==> config.mk <==
export PLATFORM = sky130hd
export DESIGN_NAME = fwd_hazard_ctrl
export DESIGN_NICKNAME = d
export VERILOG_FILES = /design/src/rtl/fwd_hazard_ctrl.sv
export SDC_FILE = /design/constraint.sdc
export NUM_CORES = 1
export LEC_CHECK = 0
export BUFFER_PORTS_ARGS = -buffer_cell sky130_fd_sc_hd__buf_2
export CORE_MARGIN = 1
export CORE_UTILIZATION = 50
export CTS_BUF_LIST = sky130_fd_sc_hd__clkbuf_4 sky130_fd_sc_hd__clkbuf_8
export CTS_CLUSTER_DIAMETER = 200
export CTS_CLUSTER_SIZE = 24
export DETAILED_ROUTE_END_ITERATION = 8
export PLACE_DENSITY = 0.87
export REMOVE_ABC_BUFFERS = 1
export SYNTH_ARGS = -nofsm -noshare
export SYNTH_HDL_FRONTEND = slang
export SYNTH_SLANG_ARGS = --single-unit
==> constraint.sdc <==
create_clock -name i_clk -period 1.75 [get_ports i_clk]
set_clock_uncertainty 0.05 [all_clocks]
set_input_delay 0.0875 -clock i_clk [delete_from_list [all_inputs] [get_ports i_clk]]
set_output_delay 0.0875 -clock i_clk [all_outputs]
set_load 0.01 [all_outputs]
==> src/rtl/fwd_hazard_ctrl.sv <==
// ---------------------------------------------------------------------------
// fwd_hazard_ctrl
//
// Control-side producer of the EX-stage operand-forwarding selects plus the
// load-use stall and branch-flush controls for the IF/ID/EX stages.
//
// The block keeps a shadow copy of the EX and MEM pipeline entries
// ({rd, wren, load}) so it can compare the sources of the instruction in ID
// against the destinations of older in-flight instructions. The selects are
// registered so they line up with the instruction as it enters EX.
//
// Select encoding (o_opa_sel / o_opb_sel):
//   00 register-file data, 01 WB-mux data, 10 ALU/MEM-stage data, 11 unused
//
// Parameters:
//   REG_AW  register address width
//   CNT_W   width of the optional stall counter
//
// Ports:
//   i_clk, i_rst_n         clock, asynchronous active-low reset
//   i_id_*                 ID-stage instruction fields (valid, sources,
//                          source-used flags, destination, write enable, load)
//   i_ex_br_taken          EX resolved a taken branch/jump (redirect)
//   o_opa_sel, o_opb_sel   registered forwarding selects for the EX operand
//   o_stall_if, o_stall_id hold PC / hold IF/ID on a load-use hazard
//   o_flush_id             squash IF/ID on a redirect
//   o_flush_ex             load a bubble into ID/EX (load-use or redirect)
//   o_stall_cnt            (only with FWD_HAZARD_STALL_CNT_EN) count of
//                          load-use stall cycles, wraps modulo 2^CNT_W
//
// Optional feature macro: FWD_HAZARD_STALL_CNT_EN
// ---------------------------------------------------------------------------
module fwd_hazard_ctrl #(
  parameter int unsigned REG_AW = 5,
  parameter int unsigned CNT_W  = 32
) (
  input  logic              i_clk,
  input  logic              i_rst_n,
  input  logic              i_id_valid,
  input  logic [REG_AW-1:0] i_id_rs1_addr,
  input  logic [REG_AW-1:0] i_id_rs2_addr,
  input  logic              i_id_rs1_used,
  input  logic              i_id_rs2_used,
  input  logic [REG_AW-1:0] i_id_rd_addr,
  input  logic              i_id_rd_wren,
  input  logic              i_id_mem_rden,
  input  logic              i_ex_br_taken,
  output logic [1:0]        o_opa_sel,
  output logic [1:0]        o_opb_sel,
  output logic              o_stall_if,
  output logic              o_stall_id,
  output logic              o_flush_id,
`ifdef FWD_HAZARD_STALL_CNT_EN
  output logic              o_flush_ex,
  output logic [CNT_W-1:0]  o_stall_cnt
`else
  output logic              o_flush_ex
`endif
);

  typedef enum logic [1:0] {
    SEL_RF = 2'b00,
    SEL_WB = 2'b01,
    SEL_EX = 2'b10
  } sel_e;

  // Shadow EX entry carries the load flag; MEM only needs rd/wren because
  // a load that has reached MEM is forwarded from WB like any other result.
  logic [REG_AW-1:0] ex_rd;
  logic              ex_wren;
  logic              ex_load;
  logic [REG_AW-1:0] mem_rd;
  logic              mem_wren;

  logic              rs1_ex_hit;
  logic              rs2_ex_hit;
  logic              rs1_mem_hit;
  logic              rs2_mem_hit;
  logic              load_use;
  logic              flush;
  logic              stall;
  logic              bubble;
  sel_e              opa_next;
  sel_e              opb_next;

  function automatic logic src_match(
    input logic [REG_AW-1:0] rs,
    input logic              used,
    input logic [REG_AW-1:0] rd,
    input logic              wren
  );
    return used && (rs != '0) && wren && (rd == rs);
  endfunction

  function automatic sel_e pick_sel(input logic ex_hit, input logic mem_hit);
    // Newest producer wins: EX has priority over MEM.
    if (ex_hit)       return SEL_EX;
    else if (mem_hit) return SEL_WB;
    else              return SEL_RF;
  endfunction

  always_comb begin
    rs1_ex_hit  = src_match(i_id_rs1_addr, i_id_rs1_used, ex_rd,  ex_wren);
    rs2_ex_hit  = src_match(i_id_rs2_addr, i_id_rs2_used, ex_rd,  ex_wren);
    rs1_mem_hit = src_match(i_id_rs1_addr, i_id_rs1_used, mem_rd, mem_wren);
    rs2_mem_hit = src_match(i_id_rs2_addr, i_id_rs2_used, mem_rd, mem_wren);

    load_use = i_id_valid && ex_load && (rs1_ex_hit || rs2_ex_hit);

    // Gated by reset so every control output drops the moment reset asserts.
    flush = i_rst_n && i_ex_br_taken;
    stall = i_rst_n && load_use && !i_ex_br_taken;

    // Whatever enters shadow EX this edge is a bubble if it is squashed,
    // held back in ID, or not a real instruction.
    bubble = flush || stall || !i_id_valid;

    opa_next = SEL_RF;
    opb_next = SEL_RF;
    if (!bubble) begin
      opa_next = pick_sel(rs1_ex_hit, rs1_mem_hit);
      opb_next = pick_sel(rs2_ex_hit, rs2_mem_hit);
    end
  end

  always_ff @(posedge i_clk or negedge i_rst_n) begin
    if (!i_rst_n) begin
      ex_rd     <= '0;
      ex_wren   <= 1'b0;
      ex_load   <= 1'b0;
      mem_rd    <= '0;
      mem_wren  <= 1'b0;
      o_opa_sel <= SEL_RF;
      o_opb_sel <= SEL_RF;
    end else begin
      mem_rd   <= ex_rd;
      mem_wren <= ex_wren;
      if (bubble) begin
        ex_rd   <= '0;
        ex_wren <= 1'b0;
        ex_load <= 1'b0;
      end else begin
        ex_rd   <= i_id_rd_addr;
        ex_wren <= i_id_rd_wren;
        ex_load <= i_id_mem_rden;
      end
      o_opa_sel <= opa_next;
      o_opb_sel <= opb_next;
    end
  end

  always_comb begin
    o_stall_if = stall;
    o_stall_id = stall;
    o_flush_id = flush;
    o_flush_ex = stall || flush;
  end

`ifdef FWD_HAZARD_STALL_CNT_EN
  always_ff @(posedge i_clk or negedge i_rst_n) begin
    if (!i_rst_n)
      o_stall_cnt <= '0;
    else if (stall)
      o_stall_cnt <= o_stall_cnt + 1'b1;
  end
`endif

endmodule

==> results_dict.tcl, run 1 <==
set metrics [dict create \
    cts_tree "built" \
    drc 0 \
    p_clk_share_pct 28.7 \
    criticalPathCategory "reg -> out" \
    num_vias 775 \
    seq_power_share_pct 53.0 \
    cts_buffers 3 \
    dieWidth_um 43.2 \
    detail-route-antenna-nets 0 \
    fin_ws_ns -0.120 \
    clkLatencyLatePin_ns 0.29 \
    hpwl_mm 1.39 \
    diodes 0 \
    crit_fanout 3 \
    yosysSeqAreaShare_pct 50.2 \
    netlist_instances 79 \
    core.rowCount 14 \
    yosys-top-cells-area "dfrtp_1 (50%), xnor2_1 (12%), xor2_1 (8.3%), nand2_1 (4.0%), nor2_1 (3.5%)" \
    final_cell_mix "buf_2 (28), dfrtp_1 (16), xnor2_1 (9), nand2_1 (9)" \
    fin_crit_sh_pct 107 \
    syn_area_sq_um 847 \
    drt_pre_antenna_iters 4 \
    yosysTopAreaCell "dfrtp_1" \
    syn-mean-instance-area_sq_um 10.7 \
    grt_remaining_overflow 0 \
    period_needed_ns 1.87 \
    final_common_cell "buf_2" \
    cap_violations 0 \
    wl_met3_um 77 \
    setup_viol_count_final 3 \
    worst_pin_slew_ns 0.750 \
    synth_cell_types 23 \
    power_frac_comb_pct 18.3 \
    reg2regPathDepth 8 \
    gp_congestion 0.905 \
    numClockSinks 17 \
    path_clk_slew_ns 0.10 \
    numPortBuffers 30 \
    seq_area_sq_um 427 \
    violations "setup timing" \
    die_h_um 43.2 \
    synth_top_area_share_pct 50.2 \
    h-tree-depth 1 \
    start_util_pct 55.0 \
    drv_slew 0 \
    netSwitchingPower_uw 216 \
    first_global_vias 771 \
    worstPathRequired_ns 1.61 \
    timing.fmax_mhz 535 \
    status "finished, violations left" \
    max_slew_margin_pct 49.8 \
    hold_class "in -> reg" \
    cts_root_buf "clkbuf_4" \
    ir_drop_mv 0.538 \
    fp.coreArea_sq_um 1540 \
    holdPathStages 3 \
    post-route-util_pct 78.8 \
    multi_input_area_sq_um 432 \
    wirelength_mm 2.61 \
    clockBufferDepth 2 \
    rsz0062_at_grt "yes" \
    p_sw_share_pct 26.9 \
    grt_max_degree 18 \
    end_kind "output pin" \
    p_per_area_nw_per_um2 660 \
    nNetsFinal 150 \
    avgRoutedWirePerCell_um 18.4 \
    grt.total_usage_pct 25.1 \
    syn2layout_area_growth_pct 43.4 \
    grt_pass1_wl_mm 3.36 \
    ys_warn_count 0 \
    vias_per_cell 5.46 \
    antenna_found_initial 0 \
    dieArea_sq_um 1860 \
    leakage_uw 0.000610 \
    place_ws_ns -0.00616 \
    wl_met2_mm 1.42 \
    fillCellCount 90 \
    top_layer "met4" \
    internal-power_uw 587 \
    io_pins 31 \
    drt-met1-wl_mm 1.03 \
    cp-start-kind "flop" \
    drive_gt1_share_pct 40.5 \
    drt_iter0_markers 14 \
    ys_ff_latch 17 \
    hold_violations 0 \
    crit_arrival_ns 1.73 \
]
-- final cells by class --
class / instances / area share [%]
Sequential cell: 17 / 35.1
Multi-Input combinational cell: 59 / 35.5
Clock buffer: 4 / 2.47
Timing Repair Buffer: 46 / 25.2
Tap cell: 16 / 1.65
-- cells in the mapped netlist (all sizes together) --
library cell  instances
a2111oi               2
and2                  1
and3                  2
and4b                 1
buf                   2
clkbuf                1
dfrtp                17
nand2                 9
nand4                 4
nand4b                1
nor2                  8
nor2b                 1
nor3                  3
o21a                  1
o21ai                 2
or2                   1
or4                   3
xnor2                12
xor2                  8
-- worst max-delay path, cell delays in order (launching register included) --
cell,delay [ns]
dfrtp_2,0.47
xnor2_2,0.16
nand4_1,0.12
nor3_2,0.22
o21a_1,0.20
or2_1,0.14
buf_2,0.14
-- sequential cells by signal, summed over array words and instances, names as in the netlist --
name / flops
ex_load: 1
ex_rd: 5
ex_wren: 1
mem_rd: 5
mem_wren: 1
o_opa_sel: 2
o_opb_sel: 2
-- final timing paths --
kind | end | start | slack [ns]
setup / recovery | o_flush_ex | ex_rd[4] | -0.12
hold / removal | o_opb_sel[0] | i_id_rs2_used | 0.03
setup reg to reg | ex_rd[1] | ex_rd[4] | 0.05
hold reg to reg | mem_wren | ex_wren | 0.39
max in group asynchronous | ex_rd[4] | i_rst_n | 0.66
min in group asynchronous | ex_rd[1] | i_rst_n | 0.48
-- metal layers --
layer,up-vias,track usage [%]
met4,0,9.09
met5,-,0
met1,365,26.8
li1,364,-
met2,35,47.5
met3,11,5.11
-- cells by family (layout without fill, tap and decap cells) --
kind of cell,after synthesis,in the layout,share of synthesized area (%)
buffers and inverters,3,50,2.66
DFF,17,17,50.2
xor gates and xnor gates,20,20,20.7
AOI/OAI and AO/OA,5,5,4.58
and+or+nand+nor,34,34,21.9
-- power groups by stage --
| stage | clock, uW | sequential, uW | combinational, uW |
|---|---|---|---|
| floorplan | 0 | 427 | 57.2 |
| global placement | 0 | 429 | 111 |
| detailed placement | 0 | 431 | 115 |
| CTS | 225 | 424 | 134 |
| global route | 243 | 427 | 158 |
| finish | 230 | 426 | 147 |
-- stage by stage --
| stage | hold WS [ns] | instance area, sq um | power, uW | setup TNS, ns | instances |
|---|---|---|---|---|---|
| floorplan | -0.258 | 825 | 484 | 0 | 76 |
| global placement | 0.00402 | 1020 | 541 | 0 | 125 |
| detailed placement | 0.0112 | 1020 | 545 | -0.00616 | 125 |
| CTS | 0.0189 | 1180 | 782 | -0.0121 | 141 |
| global route | 0.0301 | 1210 | 828 | -0.641 | 142 |
| finish | 0.0253 | 1210 | 802 | -0.264 | 142 |
-- repair_timing --
action | 4_1_cts | 5_1_grt
setup endpoints to repair | 3 | 4
buffers inserted | 4 | 1
hold endpoints to repair | 24 | 0
pin swaps | 6 | 3
hold buffers | 8 | 0
resized for setup | 5 | 5
Note: power is estimated with default switching activity, not from simulation.
==> inputs of run 2 (changes only) <==
Settings changed: MAX_ROUTING_LAYER from default to met4.
==> run 2 against run 1 <==
Effect of this change: the run still ends with setup timing left; critical path depth did not move; largest power group unchanged; sequential cell count did not move; count of clock-buffer cells in the layout did not move; critical path type unchanged; worst hold slack got worse by 0.00054 ns; highest routed layer unchanged; sequential power barely moved; design area did not move; via count rose by 2.3%; cell count did not move; first-iteration DRC count rose by 21%; critical endpoint unchanged; setup slack improved by 0.029 ns.
==> results_dict.tcl, run 2 (synthesis gave the netlist of run 1 again) <==
set metrics [dict create \
    path_clk_slew_ns 0.10 \
    period_needed_ns 1.84 \
    drc 0 \
    final_common_cell "buf_2" \
    dieWidth_um 43.2 \
    violations "setup timing" \
    fp.coreArea_sq_um 1540 \
    start_util_pct 55.0 \
    grt_remaining_overflow 0 \
    avgRoutedWirePerCell_um 18.2 \
    leakage_uw 0.000610 \
    drt_pre_antenna_iters 4 \
    detail-route-antenna-nets 0 \
    cap_violations 0 \
    wirelength_mm 2.59 \
    clkLatencyLatePin_ns 0.29 \
    grt_pass1_wl_mm 3.35 \
    cts_buffers 3 \
    dieArea_sq_um 1860 \
    grt_max_degree 18 \
    critPathMaxStageDelay_ns 0.46 \
    worstPathRequired_ns 1.61 \
    dp_cells 125 \
    final.setup.tns_ns -0.179 \
    crit_arrival_ns 1.70 \
    diodes 0 \
    antenna_found_initial 0 \
    hold_violations 0 \
    final_cell_mix "buf_2 (28), dfrtp_1 (16), xnor2_1 (9), nand2_1 (9)" \
    clockBufferDepth 2 \
    timing.fmax_mhz 543 \
    first_global_vias 773 \
    place_ws_ns -0.00616 \
    place_area_sq_um 1020 \
    num_vias 793 \
    rsz0062_at_grt "yes" \
    crit_fanout 3 \
    top_regs "ex_rd x5, mem_rd x5" \
    h-tree-depth 1 \
    grt.total_usage_pct 25.8 \
    setup_viol_count_final 3 \
    status "finished, violations left" \
    worst_pin_slew_ns 0.737 \
    crit_path_top_delay_cell "dfrtp_2" \
    ir_drop_mv 0.539 \
    drive_gt1_share_pct 40.5 \
    cp-start-kind "flop" \
    fin_crit_sh_pct 105 \
    cts_root_buf "clkbuf_4" \
    end_kind "output pin" \
    drv_slew 0 \
    p_per_area_nw_per_um2 657 \
    finalInstanceArea_sq_um 1210 \
    die_h_um 43.2 \
    io_pins 31 \
    syn2layout_area_growth_pct 43.4 \
    numClockSinks 17 \
    vias_per_cell 5.58 \
    max_slew_margin_pct 50.7 \
    hold_class "in -> reg" \
    gp_congestion 0.920 \
    cts_tree "built" \
    criticalPathCategory "reg -> out" \
    crit_chain "xnor2_2 > nand4_1 > nor3_2 > o21a_1 > or2_1 > buf_2" \
    nNetsFinal 150 \
    hpwl_mm 1.39 \
    drt_iter0_markers 17 \
    fin_cells 142 \
    core.rowCount 14 \
    fin_ws_ns -0.0911 \
    numPortBuffers 30 \
]
==> run 2: final timing paths <==
check / from / to / slack (ns) / cells after the start
max in group asynchronous: i_rst_n / ex_rd[4] / 0.67 / 3
min in group asynchronous: i_rst_n / ex_wren / 0.48 / 3
worst min register to register: ex_wren / mem_wren / 0.38 / 0
worst max register to register: ex_rd[3] / ex_rd[1] / 0.07 / 8
worst max-delay path: ex_rd[4] / o_flush_ex / -0.09 / 6
worst min-delay path: i_id_rs2_used / o_opb_sel[0] / 0.02 / 3
==> run 2: layout make-up <==
type / count / area, sq um
flip-flops and latches: 17 / 427
clock buffers: 4 / 30.0
repair buffers: 46 / 307
well taps: 16 / 20.0
multi-input cells: 59 / 432
fillers: 90 / 327
==> run 2: power breakdown <==
group | internal [uW] | switching, uW | total [uW]
combinational | 74.4 | 72.1 | 147
clock | 104 | 122 | 226
sequential | 408 | 17.1 | 425
total | 587 | 212 | 798
==> run 2: metrics by stage <==
step                      power, uW  utilization (%)  hold slack, ns
after floorplan                 484                -          -0.258
after global placement          541             66.0         0.00402
after detailed placement        545             66.0          0.0112
after CTS                       782             76.5          0.0189
after global routing            828             78.8          0.0301
final                           798             78.8          0.0247
==> run 2: metal layers <==
layer	global-route usage, %	wire length (um)	part of all wire (%)	vias to the layer above
li1	-	-	-	367
met1	26.8	973	38	374
met2	47.5	1410	54	38
met3	5.11	95	3.7	14
met4	9.09	108	4.2	0
met5	-	0	0	-
==> run 2: what timing repair did <==
action,4_1_cts,5_1_grt
hold endpoints to repair,24,0
setup endpoints to repair,3,4
pin swaps,6,3
resized for setup,5,5
hold buffers,8,0
gates cloned,0,0
buffers inserted,4,1
==> run 2: critical path: cells and delay by family (launching register included) <==
family,cells,cell delay (ns)
and+or+nand+nor,3,0.47
DFF,1,0.46
AOI/OAI and AO/OA,1,0.19
xor gates and xnor gates,1,0.16
buffers and inverters,1,0.14
